**src/rtl/tdm_mux8.sv**
```systemverilog
// tdm_mux8: snapshots eight channels and serializes them one slot at a time onto d0 with a 3-bit select
module tdm_mux8 #(
  parameter int HOLD_CYCLES = 1,
  parameter bit CONTINUOUS  = 1'b0
) (
  input  logic       clock,
  input  logic       reset,
  input  logic       enable,
  input  logic       start,
  input  logic [7:0] ch_in,
  output logic       d0,
  output logic       s0,
  output logic       s1,
  output logic       s2,
  output logic       valid,
  output logic       frame_start,
  output logic       busy,
  output logic       done
);
  localparam int HW = HOLD_CYCLES > 1 ? $clog2(HOLD_CYCLES) : 1;
  typedef enum logic {IDLE, SEND} state_t;
  state_t        r_state;
  logic [7:0]    r_snap;
  logic [2:0]    r_slot;
  logic [HW-1:0] r_hold;
  logic          w_last_hold;
  logic [2:0]    w_nslot;
  assign w_last_hold = r_hold == HW'(HOLD_CYCLES - 1);
  assign w_nslot     = r_slot + 3'd1;
  // Pulses only fire on enabled edges, so a frozen cycle naturally defers them.
  always_ff @(posedge clock) begin
    if (reset) begin
      r_state <= IDLE;
      r_snap <= '0;
      r_slot <= '0;
      r_hold <= '0;
      {d0, s0, s1, s2, valid, frame_start, busy, done} <= '0;
    end else if (!enable) begin
      valid <= 1'b0;
      frame_start <= 1'b0;
      done <= 1'b0;
    end else if (r_state == IDLE) begin
      frame_start <= 1'b0;
      done <= 1'b0;
      if (start) begin
        r_state <= SEND;
        r_snap <= ch_in;
        r_slot <= '0;
        r_hold <= '0;
        {s0, s1, s2} <= 3'd0;
        d0 <= ch_in[0];
        valid <= 1'b1;
        busy <= 1'b1;
        frame_start <= 1'b1;
      end
    end else if (!w_last_hold) begin
      r_hold <= r_hold + 1'b1;
      valid <= 1'b1;
      frame_start <= 1'b0;
      done <= 1'b0;
    end else if (r_slot != 3'd7) begin
      r_hold <= '0;
      r_slot <= w_nslot;
      {s0, s1, s2} <= w_nslot;
      d0 <= r_snap[w_nslot];
      valid <= 1'b1;
      frame_start <= 1'b0;
      done <= 1'b0;
    end else if (CONTINUOUS) begin
      r_hold <= '0;
      r_slot <= '0;
      r_snap <= ch_in;
      {s0, s1, s2} <= 3'd0;
      d0 <= ch_in[0];
      valid <= 1'b1;
      frame_start <= 1'b1;
      done <= 1'b1;
    end else begin
      r_hold <= '0;
      r_state <= IDLE;
      valid <= 1'b0;
      busy <= 1'b0;
      frame_start <= 1'b0;
      done <= 1'b1;
    end
  end
endmodule

```
**config.mk**
```make
export PLATFORM = sky130hd
export DESIGN_NAME = tdm_mux8
export DESIGN_NICKNAME = d
export VERILOG_FILES = /design/src/rtl/tdm_mux8.sv
export SDC_FILE = /design/constraint.sdc
export NUM_CORES = 1
export LEC_CHECK = 0
export CORE_AREA = 2 2 44 46
export DETAILED_ROUTE_END_ITERATION = 16
export DIE_AREA = 0 0 46 48
export PLACE_DENSITY_LB_ADDON = 0.05
export SLEW_MARGIN = 25
export SYNTH_ARGS = -nofsm -noshare
export SYNTH_HDL_FRONTEND = slang
export SYNTH_SLANG_ARGS = --single-unit
```
**constraint.sdc**
```tcl
create_clock -name clock -period 2.9 [get_ports clock]
set_input_delay 0.29 -clock clock [delete_from_list [all_inputs] [get_ports clock]]
set_output_delay 0.29 -clock clock [all_outputs]
set_load 0.01 [all_outputs]
```
* Yosys cells after proc, flatten, opt, wreduce, memory -nomap -nowiden
Cells that the tools add are included.
** Cells by class
- Add/sub/neg operators :: 2
- Order comparisons :: 1
- Eq/ne operators :: 4
- Mux-type cells :: 32
- Bitwise operators :: 2
- Reduce and logical (&&, ||, !) cells :: 8
** Operator list (number)
- 1-bit two-way mux :: 27
- 3-bit two-way mux :: 4
- 4-bit AND reduction :: 2
- 3-bit by 4-bit less-than comparator with 1-bit output, second input constant :: 1
- 2-bit inequality test, second input constant :: 2
- 4-bit OR reduction :: 1
- 3-bit by 1-bit adder with 3-bit output, second input constant :: 1
- 1-bit binary-select mux with 3-bit select :: 1
- 3-bit inequality test, second input constant :: 1
- 3-bit AND reduction :: 1
- 3-bit OR reduction :: 1
- 2-bit by 1-bit inequality test with 1-bit output, second input constant :: 1
- 1-bit NOT :: 2
- 2-bit AND reduction :: 1
- 2-bit nonzero test :: 1
- 2-bit OR reduction :: 1
- 1-bit adder, second input constant :: 1
** Word-level totals
- Bits in registers :: 21
- Input bits :: 12
- Logic and storage cells :: 61

* Logic depth before layout (Yosys ltp)
Gate-level depths: netlist of the first run.
- Depth after elaboration :: 6
- Depth in mapped cells :: 5
- Depth with buffers taken out :: 5

* Worst setup path after synthesis of the first run
Ideal clock, no wire load.
- Path type :: reg2reg
- Start point :: reg s1 (netlist name)
- End point :: reg d0
- Setup time :: 0.088 ns
- Arrival :: 1.531 ns
- Required time :: 2.812 ns
- Slack :: 1.281 ns
- Cell stages (with the launch flop) :: 6
- Cells stage by stage :: dfxtp_1 ha_1 ha_1 nand2b_1 o32a_1 a311oi_2
** RTL lines
- end signal, assigned :: line 51 : d0 <= ch_in[0];
- end signal, assigned :: line 65 : d0 <= r_snap[w_nslot];
- end signal, assigned :: line 74 : d0 <= ch_in[0];
- end, declared :: line 11 : output logic d0,

==> metrics.log, run 1 <==
[metrics] DRC: 0
[metrics] final std cells w/o fill: 116
[metrics] nature of the critical path startpoint: register
[metrics] critical path arrival: 2010 ps
[metrics] Routed WL per cell: 12.4 um
[metrics] clock tree from TritonCTS: done
[metrics] Area contributors post-synth: sky130_fd_sc_hd__dfxtp_1, sky130_fd_sc_hd__mux2i_1, sky130_fd_sc_hd__nor2_1, sky130_fd_sc_hd__a21oi_1, sky130_fd_sc_hd__ha_1
[metrics] maximum clock skew at final layout: 7.03 ps
[metrics] Post-layout nets: 114
[metrics] number of buffers added to fix hold violations after cts: 0
[metrics] proportion of synthesized chip area in sequential cells: between 40% and 50%
[metrics] number of resized instances in the post-cts repair step: 0
[metrics] Post-Place Cell Area: 975 um2
[metrics] Least-Margin Pin Slew: ~580 ps
[metrics] fraction of final layout cells with drive strength greater than 1: ~10%
[metrics] Max Clk Rate: about 550 MHz
[metrics] Via Count: roughly 620
[metrics] Critical Path Slowest Stage Cell: sky130_fd_sc_hd__dfxtp_1
[metrics] area used by sequential logic in the layout: ~340 um2
[metrics] setup bufs post-CTS: 0
[metrics] number of enable flip-flop cells after synthesis: 0
[metrics] vias in the first global route: approximately 560
[metrics] Layout fillers: around 170
[metrics] Setup Slack @ Placement: just under 1000 ps
[metrics] hold path depth: 2
[metrics] wire length of the first global-routing pass: ~2.3 mm
[metrics] num ports: 20
[metrics] total of warnings raised by yosys: 0
[metrics] biggest area consumer among synthesized cells: sky130_fd_sc_hd__dfxtp_1
[metrics] clock transition at the registers of the reported paths: ~100 ps
[metrics] maximum VDD drop: 0.274 mV
[metrics] maximum number of pins on one net before global-route repair: 17
[metrics] flops & latches, synth: 17
[metrics] kind of path behind the tightest hold check: register to register
[metrics] worst reg2reg path endpoint: d0$_SDFFE_PP0P_
[metrics] minimum clock period: roughly 1800 ps
[metrics] startpoint of the lowest-slack register-to-register path: s2$_SDFFE_PP0P_
[metrics] x dimension of the die: 46 um
[metrics] initial standard-cell utilization of the core: a little under half
[metrics] overall routed net length: 1.44 mm
[metrics] cell with the most instances on the worst path: sky130_fd_sc_hd__ha_1
[metrics] cells on worst reg2reg path: 5
[metrics] initial detailed-routing violation count: 6
[metrics] DP HPWL: approximately 1.1 mm
[metrics] share of the synthesized area in the top cell type: between 40% and 50%
[metrics] antenna violations before repair: 0
[metrics] area of all placed cells without fillers: between 1000 and 1500 um2
[metrics] placement row count: 15
[metrics] number of levels the H-tree was split into: 1
[metrics] global placer's final weighted congestion: 0.714
[metrics] startpoint of the most critical hold path: s1$_SDFFE_PP0P_
[metrics] Core Footprint: around 1700 um2
[metrics] final hold violation count: 0
[metrics] total area of multi-input combinational cells: roughly 420 um2
[metrics] Hold Path End: s1$_SDFFE_PP0P_
[metrics] most used flip-flop cell after synthesis: sky130_fd_sc_hd__dfxtp_1
[metrics] total leakage power: roughly 0.41 nW
[metrics] status: finished clean
[metrics] buffer cell driving the clock tree root: sky130_fd_sc_hd__clkbuf_4
[metrics] maximum capacitance violations: 0
[metrics] Placed Instances: around 110
[metrics] crit path cell chain: ha_1 > ha_1 > nand2b_1 > o32a_1 > a311oi_2
[metrics] Reg2Reg Setup Slack: approximately 1100 ps
[metrics] number of setup violations in the final report: 0
[metrics] number of nets with antenna violations after routing: 0
[metrics] Num CTS Buffers: 3
[metrics] antenna fix cells: 0
[metrics] buffer levels on the longest clock path: 2
[metrics] highest cell delay on the worst timing path: 520 ps
[metrics] worst rel slew slack: between 60% and 70%
[metrics] final clock period utilization by the worst path: a little over three fifths
[metrics] GR Overflow Total: 0
[metrics] setup repair after global routing missed its margin: false
[metrics] TritonCTS sink count: 17
[metrics] Power Density: roughly 450 nW/um2
[metrics] clock insertion delay at the later pin of the skew report: approximately 280 ps
[metrics] Post-Synthesis Net Count: 95
[metrics] post-layout total power: 0.445 mW
[metrics] maximum fanout along the worst path: 8
[metrics] distinct cell type count of the synthesized netlist: 31
[metrics] via density per instance: 5.32
[metrics] fraction of registers with async set or reset after synthesis: 0%
[metrics] Buffers on Ports: 19
[metrics] category of the most critical setup path: register to register
[metrics] final setup margin: about 1100 ps
[metrics] cell area after synthesis: just over 800 um2
[metrics] count of TritonRoute iterations in the first routing pass: 3
[metrics] Chip Height: 48 um
[metrics] mean area per synthesized cell: between 9 and 10 um2
[metrics] Req. time, crit path: ~3100 ps
[metrics] Die Area: around 2200 um2
[metrics] final number of max-transition violations: 0
[metrics] Total Routing Usage GR: ~15%
[metrics] endpoint type of the worst setup path: register
[metrics] cell count after synthesis: a little over 80
[metrics] Setup Total Neg Slack: 0 ps
[metrics] Layout Area Growth over Synthesis: 23.6%
-- metrics by stage --
step	util (%)	hold WS, ps
floorplan	-	358
global placement	57.7	480
detailed placement	57.7	486
CTS	59.3	504
global route	59.3	535
finish	59.3	493
-- flip-flops by register name, indices dropped and copies added, names as in the netlist --
| signal | cells |
|---|---|
| done | 1 |
| r_snap | 8 |
| busy | 1 |
| frame_start | 1 |
| s2 | 1 |
| valid | 1 |
| r_state | 1 |
| s0 | 1 |
| d0 | 1 |
| s1 | 1 |
-- power breakdown --
part / internal (mW) / switching [mW]
sequential: 0.245 / 0.0101
clock: 0.0532 / 0.0686
combinational: 0.0414 / 0.0275
total: 0.339 / 0.106
-- cell type report --
type / count / share of cell area, %
multi-input cells: 58 / 41.9
inverters: 1 / 0.375
repair buffers: 19 / 19.0
flip-flops and latches: 17 / 34.0
well taps: 17 / 2.13
clock buffers: 4 / 2.63
-- worst max-delay path, delay by kind of cell, from the launching register on --
| kind | cells | cell delay (ps) |
|---|---|---|
| AND/OR/NAND/NOR | 1 | 170 |
| AO/OA/AOI/OAI | 2 | 580 |
| adder cells (fa/ha/maj) | 2 | 460 |
| flip-flops | 1 | 520 |
-- cells in the final DEF (no fill, tap or decap) --
cell / Yosys / layout
sky130_fd_sc_hd__nand3b_1: 1 / 1
sky130_fd_sc_hd__a2bb2oi_1: 1 / 1
sky130_fd_sc_hd__clkbuf_4: 0 / 3
sky130_fd_sc_hd__a21oi_1: 6 / 6
sky130_fd_sc_hd__and3b_1: 2 / 2
sky130_fd_sc_hd__dfxtp_1: 17 / 17
sky130_fd_sc_hd__nand2b_1: 1 / 1
sky130_fd_sc_hd__o32a_1: 1 / 1
sky130_fd_sc_hd__o21ai_1: 3 / 3
sky130_fd_sc_hd__mux4_2: 1 / 1
sky130_fd_sc_hd__nand2_1: 5 / 5
sky130_fd_sc_hd__ha_1: 2 / 2
sky130_fd_sc_hd__a311oi_2: 1 / 1
sky130_fd_sc_hd__o311a_1: 1 / 1
sky130_fd_sc_hd__clkbuf_1: 1 / 1
sky130_fd_sc_hd__o31a_1: 1 / 1
sky130_fd_sc_hd__and2b_2: 1 / 1
sky130_fd_sc_hd__and2_2: 1 / 1
sky130_fd_sc_hd__inv_1: 1 / 1
sky130_fd_sc_hd__nor3b_1: 2 / 2
sky130_fd_sc_hd__nor2b_1: 2 / 2
sky130_fd_sc_hd__and2_1: 2 / 2
sky130_fd_sc_hd__clkdlybuf4s50_1: 0 / 19
sky130_fd_sc_hd__o21a_2: 1 / 1
sky130_fd_sc_hd__nand3_2: 1 / 1
sky130_fd_sc_hd__nand2_2: 1 / 1
sky130_fd_sc_hd__mux2i_1: 10 / 10
sky130_fd_sc_hd__o21ai_0: 1 / 1
sky130_fd_sc_hd__nor2_1: 10 / 10
-- how the worst max path moves through the flow --
stage	end	slack, ps	startpoint	cells past startpoint
floorplan	d0$_SDFFE_PP0P_	1280	s1$_SDFFE_PP0P_	5
global placement	r_snap[6]$_SDFFE_PP0P_	980	enable	4
detailed placement	r_snap[1]$_SDFFE_PP0P_	970	enable	4
CTS	d0$_SDFFE_PP0P_	1060	s2$_SDFFE_PP0P_	5
global route	d0$_SDFFE_PP0P_	980	s2$_SDFFE_PP0P_	5
finish	d0$_SDFFE_PP0P_	1080	s2$_SDFFE_PP0P_	5
-- logic make-up after synthesis --
logic type / Yosys count / synth area share, %
mux: 11 / 15.1
fa+ha+maj: 2 / 3.09
simple gates: 29 / 19.8
buf+inv: 6 / 6.18
flops: 17 / 42.0
compound gates: 16 / 13.8
-- layer usage --
metal,track usage (%),part of all wire (%)
met1,18.4,49
met2,25.6,47
met3,3.40,3.2
met4,5.14,1.0
met5,0,0
-- cells in the mapped netlist, types with 2 or more instances --
| cell | n |
|---|---|
| sky130_fd_sc_hd__dfxtp_1 | 17 |
| sky130_fd_sc_hd__mux2i_1 | 10 |
| sky130_fd_sc_hd__nor2_1 | 10 |
| sky130_fd_sc_hd__a21oi_1 | 6 |
| sky130_fd_sc_hd__nand2_1 | 5 |
| sky130_fd_sc_hd__o21ai_1 | 3 |
| sky130_fd_sc_hd__and2_1 | 2 |
| sky130_fd_sc_hd__and3b_1 | 2 |
| sky130_fd_sc_hd__ha_1 | 2 |
| sky130_fd_sc_hd__nor2b_1 | 2 |
| sky130_fd_sc_hd__nor3b_1 | 2 |
Power figures use the tool's default switching activity.
==> run 2, diff against run 1 <==
CORE_AREA = 2 2 47 49   (was 2 2 44 46)
DIE_AREA = 0 0 49 51   (was 0 0 46 48)
clock period = 1.65 ns   (was 2.9 ns; I/O delays follow)
==> metrics.log, run 2 (synthesis results as in run 1) <==
[metrics] count of TritonRoute iterations in the first routing pass: 4 (was 3)
[metrics] GR Overflow Total: 0 (unchanged)
[metrics] DP HPWL: 1.10 mm (was 1.08 mm)
[metrics] most frequent cells in the layout: sky130_fd_sc_hd__clkdlybuf4s50_1, sky130_fd_sc_hd__dfxtp_1, sky130_fd_sc_hd__mux2i_1, sky130_fd_sc_hd__nor2_1 (was sky130_fd_sc_hd__clkdlybuf4s50_1, sky130_fd_sc_hd__dfxtp_1, sky130_fd_sc_hd__mux2i_1, sky130_fd_sc_hd__nor2_1, sky130_fd_sc_hd__a21oi_1)
[metrics] category of the most critical setup path: register to register (unchanged)
[metrics] DRC: 0 (unchanged)
[metrics] num ports: 20 (unchanged)
[metrics] Largest Register: r_snap (unchanged)
[metrics] final std cells w/o fill: 133 (was 116)
[metrics] number of buffers added to fix hold violations after cts: 0 (unchanged)
[metrics] Req. time, crit path: 1850 ps (was 3090 ps)
[metrics] maximum VDD drop: 0.452 mV (was 0.274 mV)
[metrics] total leakage power: 0.441 nW (was 0.412 nW)
[metrics] kind of path behind the tightest hold check: primary input to register (was register to register)
[metrics] number of levels the H-tree was split into: 1 (unchanged)
[metrics] Chip Height: 51 um (was 48 um)
[metrics] number of flip-flops under the largest register name: 8 (unchanged)
[metrics] clock insertion delay at the later pin of the skew report: 280 ps (about the same)
[metrics] Routed WL per cell: 11.5 um (was 12.4 um)
[metrics] Core Footprint: 2060 um2 (was 1690 um2)
[metrics] Via Count: 631 (was 617)
[metrics] maximum capacitance violations: 0 (unchanged)
[metrics] maximum fanout along the worst path: 2 (was 8)
[metrics] Layout Area Growth over Synthesis: 33.5% (was 23.6%)
[metrics] maximum number of pins on one net before global-route repair: 11 (was 17)
[metrics] Total Routing Usage GR: 14.2% (was 14.9%)
[metrics] TritonCTS sink count: 17 (unchanged)
[metrics] Setup Total Neg Slack: 0 ps (unchanged)
[metrics] antenna fix cells: 0 (unchanged)
[metrics] Max Clk Rate: 645 MHz (was 550 MHz)
[metrics] antenna violations before repair: 0 (unchanged)
[metrics] overall routed net length: 1.53 mm (was 1.44 mm)
[metrics] highest cell delay on the worst timing path: 340 ps (was 520 ps)
[metrics] number of setup violations in the final report: 0 (unchanged)
[metrics] setup bufs post-CTS: 0 (unchanged)
[metrics] minimum clock period: 1550 ps (was 1820 ps)
[metrics] Buffers on Ports: 19 (unchanged)
[metrics] critical path arrival: 1750 ps (was 2010 ps)
[metrics] buffer cell driving the clock tree root: sky130_fd_sc_hd__clkbuf_4 (unchanged)
[metrics] buffer levels on the longest clock path: 2 (unchanged)
[metrics] crit path cell chain: ha_1 > ha_4 > nand2b_4 > o32a_1 > a311oi_2 (was ha_1 > ha_1 > nand2b_1 > o32a_1 > a311oi_2)
[metrics] clock tree from TritonCTS: done (unchanged)
[metrics] via density per instance: 4.74 (was 5.32)
[metrics] global placer's final weighted congestion: 0.720 (was 0.714)
[metrics] Placed Instances: 129 (was 112)
[metrics] Num CTS Buffers: 3 (unchanged)
[metrics] commonest non-fill, non-tap cell in the layout: sky130_fd_sc_hd__clkdlybuf4s50_1 (unchanged)
[metrics] Post-layout nets: 120 (was 114)
[metrics] final clock period utilization by the worst path: 93.9% (was 62.7%)
[metrics] endpoint type of the worst setup path: register (unchanged)
[metrics] final number of max-transition violations: 0 (unchanged)
[metrics] vias in the first global route: 645 (was 558)
[metrics] Power Density: 741 nW/um2 (was 445 nW/um2)
[metrics] initial standard-cell utilization of the core: 39.2% (was 47.9%)
[metrics] clock transition at the registers of the reported paths: 100 ps (about the same)
[metrics] Layout fillers: 207 (was 165)
[metrics] final hold violation count: 0 (unchanged)
[metrics] wire length of the first global-routing pass: 2.74 mm (was 2.33 mm)
[metrics] number of resized instances in the post-cts repair step: 0 (unchanged)
[metrics] initial detailed-routing violation count: 7 (was 6)
[metrics] Least-Margin Pin Slew: 330 ps (was 584 ps)
[metrics] maximum clock skew at final layout: 5.20 ps (was 7.03 ps)
[metrics] fraction of final layout cells with drive strength greater than 1: 18.1% (was 10.1%)
[metrics] cells on worst reg2reg path: 5 (unchanged)
[metrics] hold path depth: 3 (was 2)
[metrics] worst rel slew slack: 78.0% (was 61.0%)
[metrics] number of nets with antenna violations after routing: 0 (unchanged)
[metrics] status: finished clean (unchanged)
[metrics] x dimension of the die: 49 um (was 46 um)
[metrics] nature of the critical path startpoint: register (unchanged)
[metrics] setup repair after global routing missed its margin: false (unchanged)
[metrics] Critical Path Slowest Stage Cell: sky130_fd_sc_hd__o32a_1 (was sky130_fd_sc_hd__dfxtp_1)
[metrics] placement row count: 17 (was 15)
[metrics] Die Area: 2500 um2 (was 2210 um2)
run 2: changes by cell type in the layout (fill, tap and decap cells not counted):
cell / delta
sky130_fd_sc_hd__dfxtp_2: +1
sky130_fd_sc_hd__ha_4: +1
sky130_fd_sc_hd__dfxtp_1: -1
sky130_fd_sc_hd__nand2b_1: -1
sky130_fd_sc_hd__ha_1: -1
sky130_fd_sc_hd__nand2b_4: +1
sky130_fd_sc_hd__buf_4: +6
run 2: path summary, 6_finish.rpt:
kind         slack, ps                      to                    from
min                470  r_snap[3]$_SDFFE_PP0P_                ch_in[3]
max reg2reg        100         d0$_SDFFE_PP0P_         s1$_SDFFE_PP0P_
max                100         d0$_SDFFE_PP0P_         s1$_SDFFE_PP0P_
min reg2reg        500  r_snap[4]$_SDFFE_PP0P_  r_snap[4]$_SDFFE_PP0P_
run 2: report_power, final:
part | internal, mW | total, mW | switching (mW)
clock network | 0.0938 | 0.222 | 0.128
registers | 0.430 | 0.443 | 0.0133
logic | 0.0804 | 0.135 | 0.0549
total | 0.604 | 0.801 | 0.196
run 2: worst max-delay path: cells and delay by family (launching register included):
family | cells | cell delay (ps)
AOI/OAI and AO/OA | 2 | 560
adders and majority gates | 2 | 440
DFF | 1 | 330
and+or+nand+nor | 1 | 130
run 2: metal layers:
metal,vias to the layer above,part of all wire [%],track usage [%]
li1,331,-,-
met1,287,49,17.5
met2,11,46,24.9
met3,2,3.5,2.05
met4,0,0.92,5.71
met5,-,0,0
run 2: layout make-up:
cell class / count / area [um2] / area share, %
clock buffers: 4 / 26.3 / 2.43
flip-flops and latches: 17 / 342 / 31.6
inverters: 1 / 3.75 / 0.347
well taps: 28 / 35.0 / 3.24
multi-input cells: 58 / 439 / 40.6
repair buffers: 25 / 235 / 21.8
run 2: through the flow:
stage	utilization (%)	hold slack, ps	worst slack, ps	total power [mW]	cell area [um2]
after floorplan	-	233	31.1	0.531	810
after global placement	50.1	476	72.1	0.586	1030
after detailed placement	50.1	485	51.8	0.588	1030
after CTS	51.4	464	24.0	0.814	1060
after global routing	52.4	502	68.7	0.845	1080
final	52.4	472	100	0.801	1080
==> run 3, diff against run 2 <==
CORE_AREA = 2 2 46 48   (was 2 2 47 49)
CTS_BUF_LIST = sky130_fd_sc_hd__clkbuf_2 sky130_fd_sc_hd__clkbuf_4 sky130_fd_sc_hd__clkbuf_8   (was not set)
DIE_AREA = 0 0 48 50   (was 0 0 49 51)
SLEW_MARGIN = 10   (was 25)
==> metrics.log, run 3 (synthesis results as in run 1) <==
[metrics] total leakage power: 0.439 nW (was 0.441 nW)
[metrics] clock transition at the registers of the reported paths: 100 ps (about the same)
[metrics] number of nets with antenna violations after routing: 0 (unchanged)
[metrics] Setup Slack @ Placement: 8.23 ps (was 51.8 ps)
[metrics] Core Footprint: 1900 um2 (was 2060 um2)
[metrics] minimum clock period: 1560 ps (was 1550 ps)
[metrics] maximum capacitance violations: 0 (unchanged)
[metrics] DRC: 0 (unchanged)
[metrics] final number of max-transition violations: 0 (unchanged)
[metrics] area used by sequential logic in the layout: 340 um2 (was 342 um2)
[metrics] clock group share of total power: 29.4% (was 27.7%)
[metrics] wire length of the first global-routing pass: 2.70 mm (was 2.74 mm)
[metrics] clock insertion delay at the later pin of the skew report: 290 ps (was 280 ps)
[metrics] worst rel slew slack: 77.7% (was 78.0%)
[metrics] maximum clock skew at final layout: 5.51 ps (was 5.20 ps)
[metrics] category of the most critical setup path: register to register (unchanged)
[metrics] Via Count: 655 (was 631)
[metrics] initial detailed-routing violation count: 8 (was 7)
[metrics] initial standard-cell utilization of the core: 42.6% (was 39.2%)
[metrics] count of TritonRoute iterations in the first routing pass: 2 (was 4)
[metrics] maximum number of pins on one net before global-route repair: 11 (unchanged)
[metrics] Routed WL per cell: 12.1 um (was 11.5 um)
[metrics] Largest Register: r_snap (unchanged)
[metrics] final setup margin: 86.4 ps (was 100 ps)
[metrics] final clock period utilization by the worst path: 94.8% (was 93.9%)
[metrics] number of flip-flops under the largest register name: 8 (unchanged)
[metrics] Total Routing Usage GR: 16.0% (was 14.2%)
[metrics] Buffers on Ports: 19 (unchanged)
[metrics] final hold violation count: 0 (unchanged)
[metrics] P_sw: 0.200 mW (was 0.196 mW)
[metrics] vias in the first global route: 632 (was 645)
[metrics] commonest non-fill, non-tap cell in the layout: sky130_fd_sc_hd__clkdlybuf4s50_1 (unchanged)
[metrics] maximum VDD drop: 0.474 mV (was 0.452 mV)
[metrics] nature of the critical path startpoint: register (unchanged)
[metrics] most frequent cells in the layout: sky130_fd_sc_hd__clkdlybuf4s50_1, sky130_fd_sc_hd__dfxtp_1, sky130_fd_sc_hd__mux2i_1, sky130_fd_sc_hd__nor2_1 (unchanged)
[metrics] x dimension of the die: 48 um (was 49 um)
[metrics] num ports: 20 (unchanged)
[metrics] Setup Total Neg Slack: 0 ps (unchanged)
[metrics] Chip Height: 50 um (was 51 um)
[metrics] Req. time, crit path: 1860 ps (was 1850 ps)
[metrics] critical path arrival: 1770 ps (was 1750 ps)
[metrics] buffer cell driving the clock tree root: sky130_fd_sc_hd__clkbuf_4 (unchanged)
[metrics] Post-layout nets: 120 (unchanged)
[metrics] maximum fanout along the worst path: 3 (was 2)
[metrics] number of buffers added to fix hold violations after cts: 0 (unchanged)
[metrics] fraction of final layout cells with drive strength greater than 1: 18.1% (unchanged)
[metrics] overall routed net length: 1.60 mm (was 1.53 mm)
[metrics] endpoint type of the worst setup path: register (unchanged)
[metrics] antenna violations before repair: 0 (unchanged)
[metrics] internal power component: 0.622 mW (was 0.604 mW)
[metrics] via density per instance: 4.96 (was 4.74)
[metrics] crit path cell chain: ha_2 > ha_4 > nand2b_1 > o32a_1 > a311oi_2 (was ha_1 > ha_4 > nand2b_4 > o32a_1 > a311oi_2)
[metrics] antenna fix cells: 0 (unchanged)
[metrics] TritonCTS sink count: 17 (unchanged)
[metrics] GR Overflow Total: 0 (unchanged)
[metrics] Layout Area Growth over Synthesis: 33.1% (was 33.5%)
[metrics] clock tree from TritonCTS: done (unchanged)
[metrics] Least-Margin Pin Slew: 333 ps (was 330 ps)
[metrics] Critical Path Slowest Stage Cell: sky130_fd_sc_hd__dfxtp_1 (was sky130_fd_sc_hd__o32a_1)
[metrics] Die Area: 2400 um2 (was 2500 um2)
[metrics] Layout fillers: 178 (was 207)
[metrics] combinational group share of total power: 16.6% (was 16.9%)
[metrics] Max Clk Rate: 640 MHz (was 645 MHz)
[metrics] Power Density: 763 nW/um2 (was 741 nW/um2)
[metrics] gate family responsible for the most delay along the worst path: compound AO/OA/AOI/OAI gates (unchanged)
[metrics] placement row count: 16 (was 17)
[metrics] Num CTS Buffers: 3 (unchanged)
[metrics] total area of multi-input combinational cells: 434 um2 (was 439 um2)
[metrics] kind of path behind the tightest hold check: primary input to register (unchanged)
[metrics] crit path buf inv count: 0 (unchanged)
[metrics] number of setup violations in the final report: 0 (unchanged)
[metrics] number of levels the H-tree was split into: 1 (unchanged)
[metrics] status: finished clean (unchanged)
[metrics] share of total power in sequential cells: 54.0% (was 55.4%)
[metrics] setup repair after global routing missed its margin: false (unchanged)
[metrics] buffer levels on the longest clock path: 2 (unchanged)
[metrics] DP HPWL: 1.16 mm (was 1.10 mm)
[metrics] setup bufs post-CTS: 0 (unchanged)
[metrics] highest cell delay on the worst timing path: 360 ps (was 340 ps)
[metrics] Reg2Reg Setup Slack: 90 ps (was 100 ps)
[metrics] global placer's final weighted congestion: 0.752 (was 0.720)
[metrics] switching share of power: 24.4% (was 24.5%)
[run 3: cell counts in the layout (fill, tap and decap cells not counted)]
Identical to the previous run, type by type.
[run 3: power by group through the flow]
stage | logic, mW | registers (mW) | clock network, mW
after global routing | 0.150 | 0.447 | 0.270
after detailed placement | 0.137 | 0.454 | 0
after floorplan | 0.0783 | 0.453 | 0
final | 0.136 | 0.444 | 0.242
after global placement | 0.135 | 0.452 | 0
after CTS | 0.137 | 0.444 | 0.254
[run 3: metrics by stage]
stage	hold slack (ps)	utilization [%]	area (um2)	instances	power [mW]
after global placement	473	54.3	1030	128	0.588
after CTS	464	56.5	1070	132	0.835
final	471	56.6	1080	132	0.822
after detailed placement	483	54.3	1030	128	0.591
after floorplan	233	-	810	81	0.531
after global routing	516	56.6	1080	132	0.867
[run 3: layout make-up]
type,instances,share of cell area (%)
Clock buffer,4,2.79
Inverter,1,0.348
Multi-Input combinational cell,58,40.3
Sequential cell,17,31.6
Tap cell,27,3.14
Timing Repair Buffer,25,21.8
[run 3: worst paths after layout]
path,start,end,cells past startpoint
max,s1$_SDFFE_PP0P_,d0$_SDFFE_PP0P_,5
min,ch_in[1],r_snap[1]$_SDFFE_PP0P_,3
max reg2reg,s1$_SDFFE_PP0P_,d0$_SDFFE_PP0P_,5
min reg2reg,r_snap[3]$_SDFFE_PP0P_,r_snap[3]$_SDFFE_PP0P_,2
[run 3: worst min-delay path: stages]
cell	delay, ps
sky130_fd_sc_hd__clkdlybuf4s50_1	390
sky130_fd_sc_hd__mux2i_1	120
sky130_fd_sc_hd__nor2_1	50
[run 3: routing by layer]
metal	track usage (%)	part of all wire (%)	up-vias
met5	0	0	-
met4	6.76	0.81	0
met3	4.40	4.4	2
met2	25.1	48	13
met1	19.6	47	306
li1	-	-	334
[run 3: what timing repair did]
action | CTS | global route
endpoints found under the setup margin | 1 | 1
gates cloned | 0 | 0
resized for setup | 1 | 1
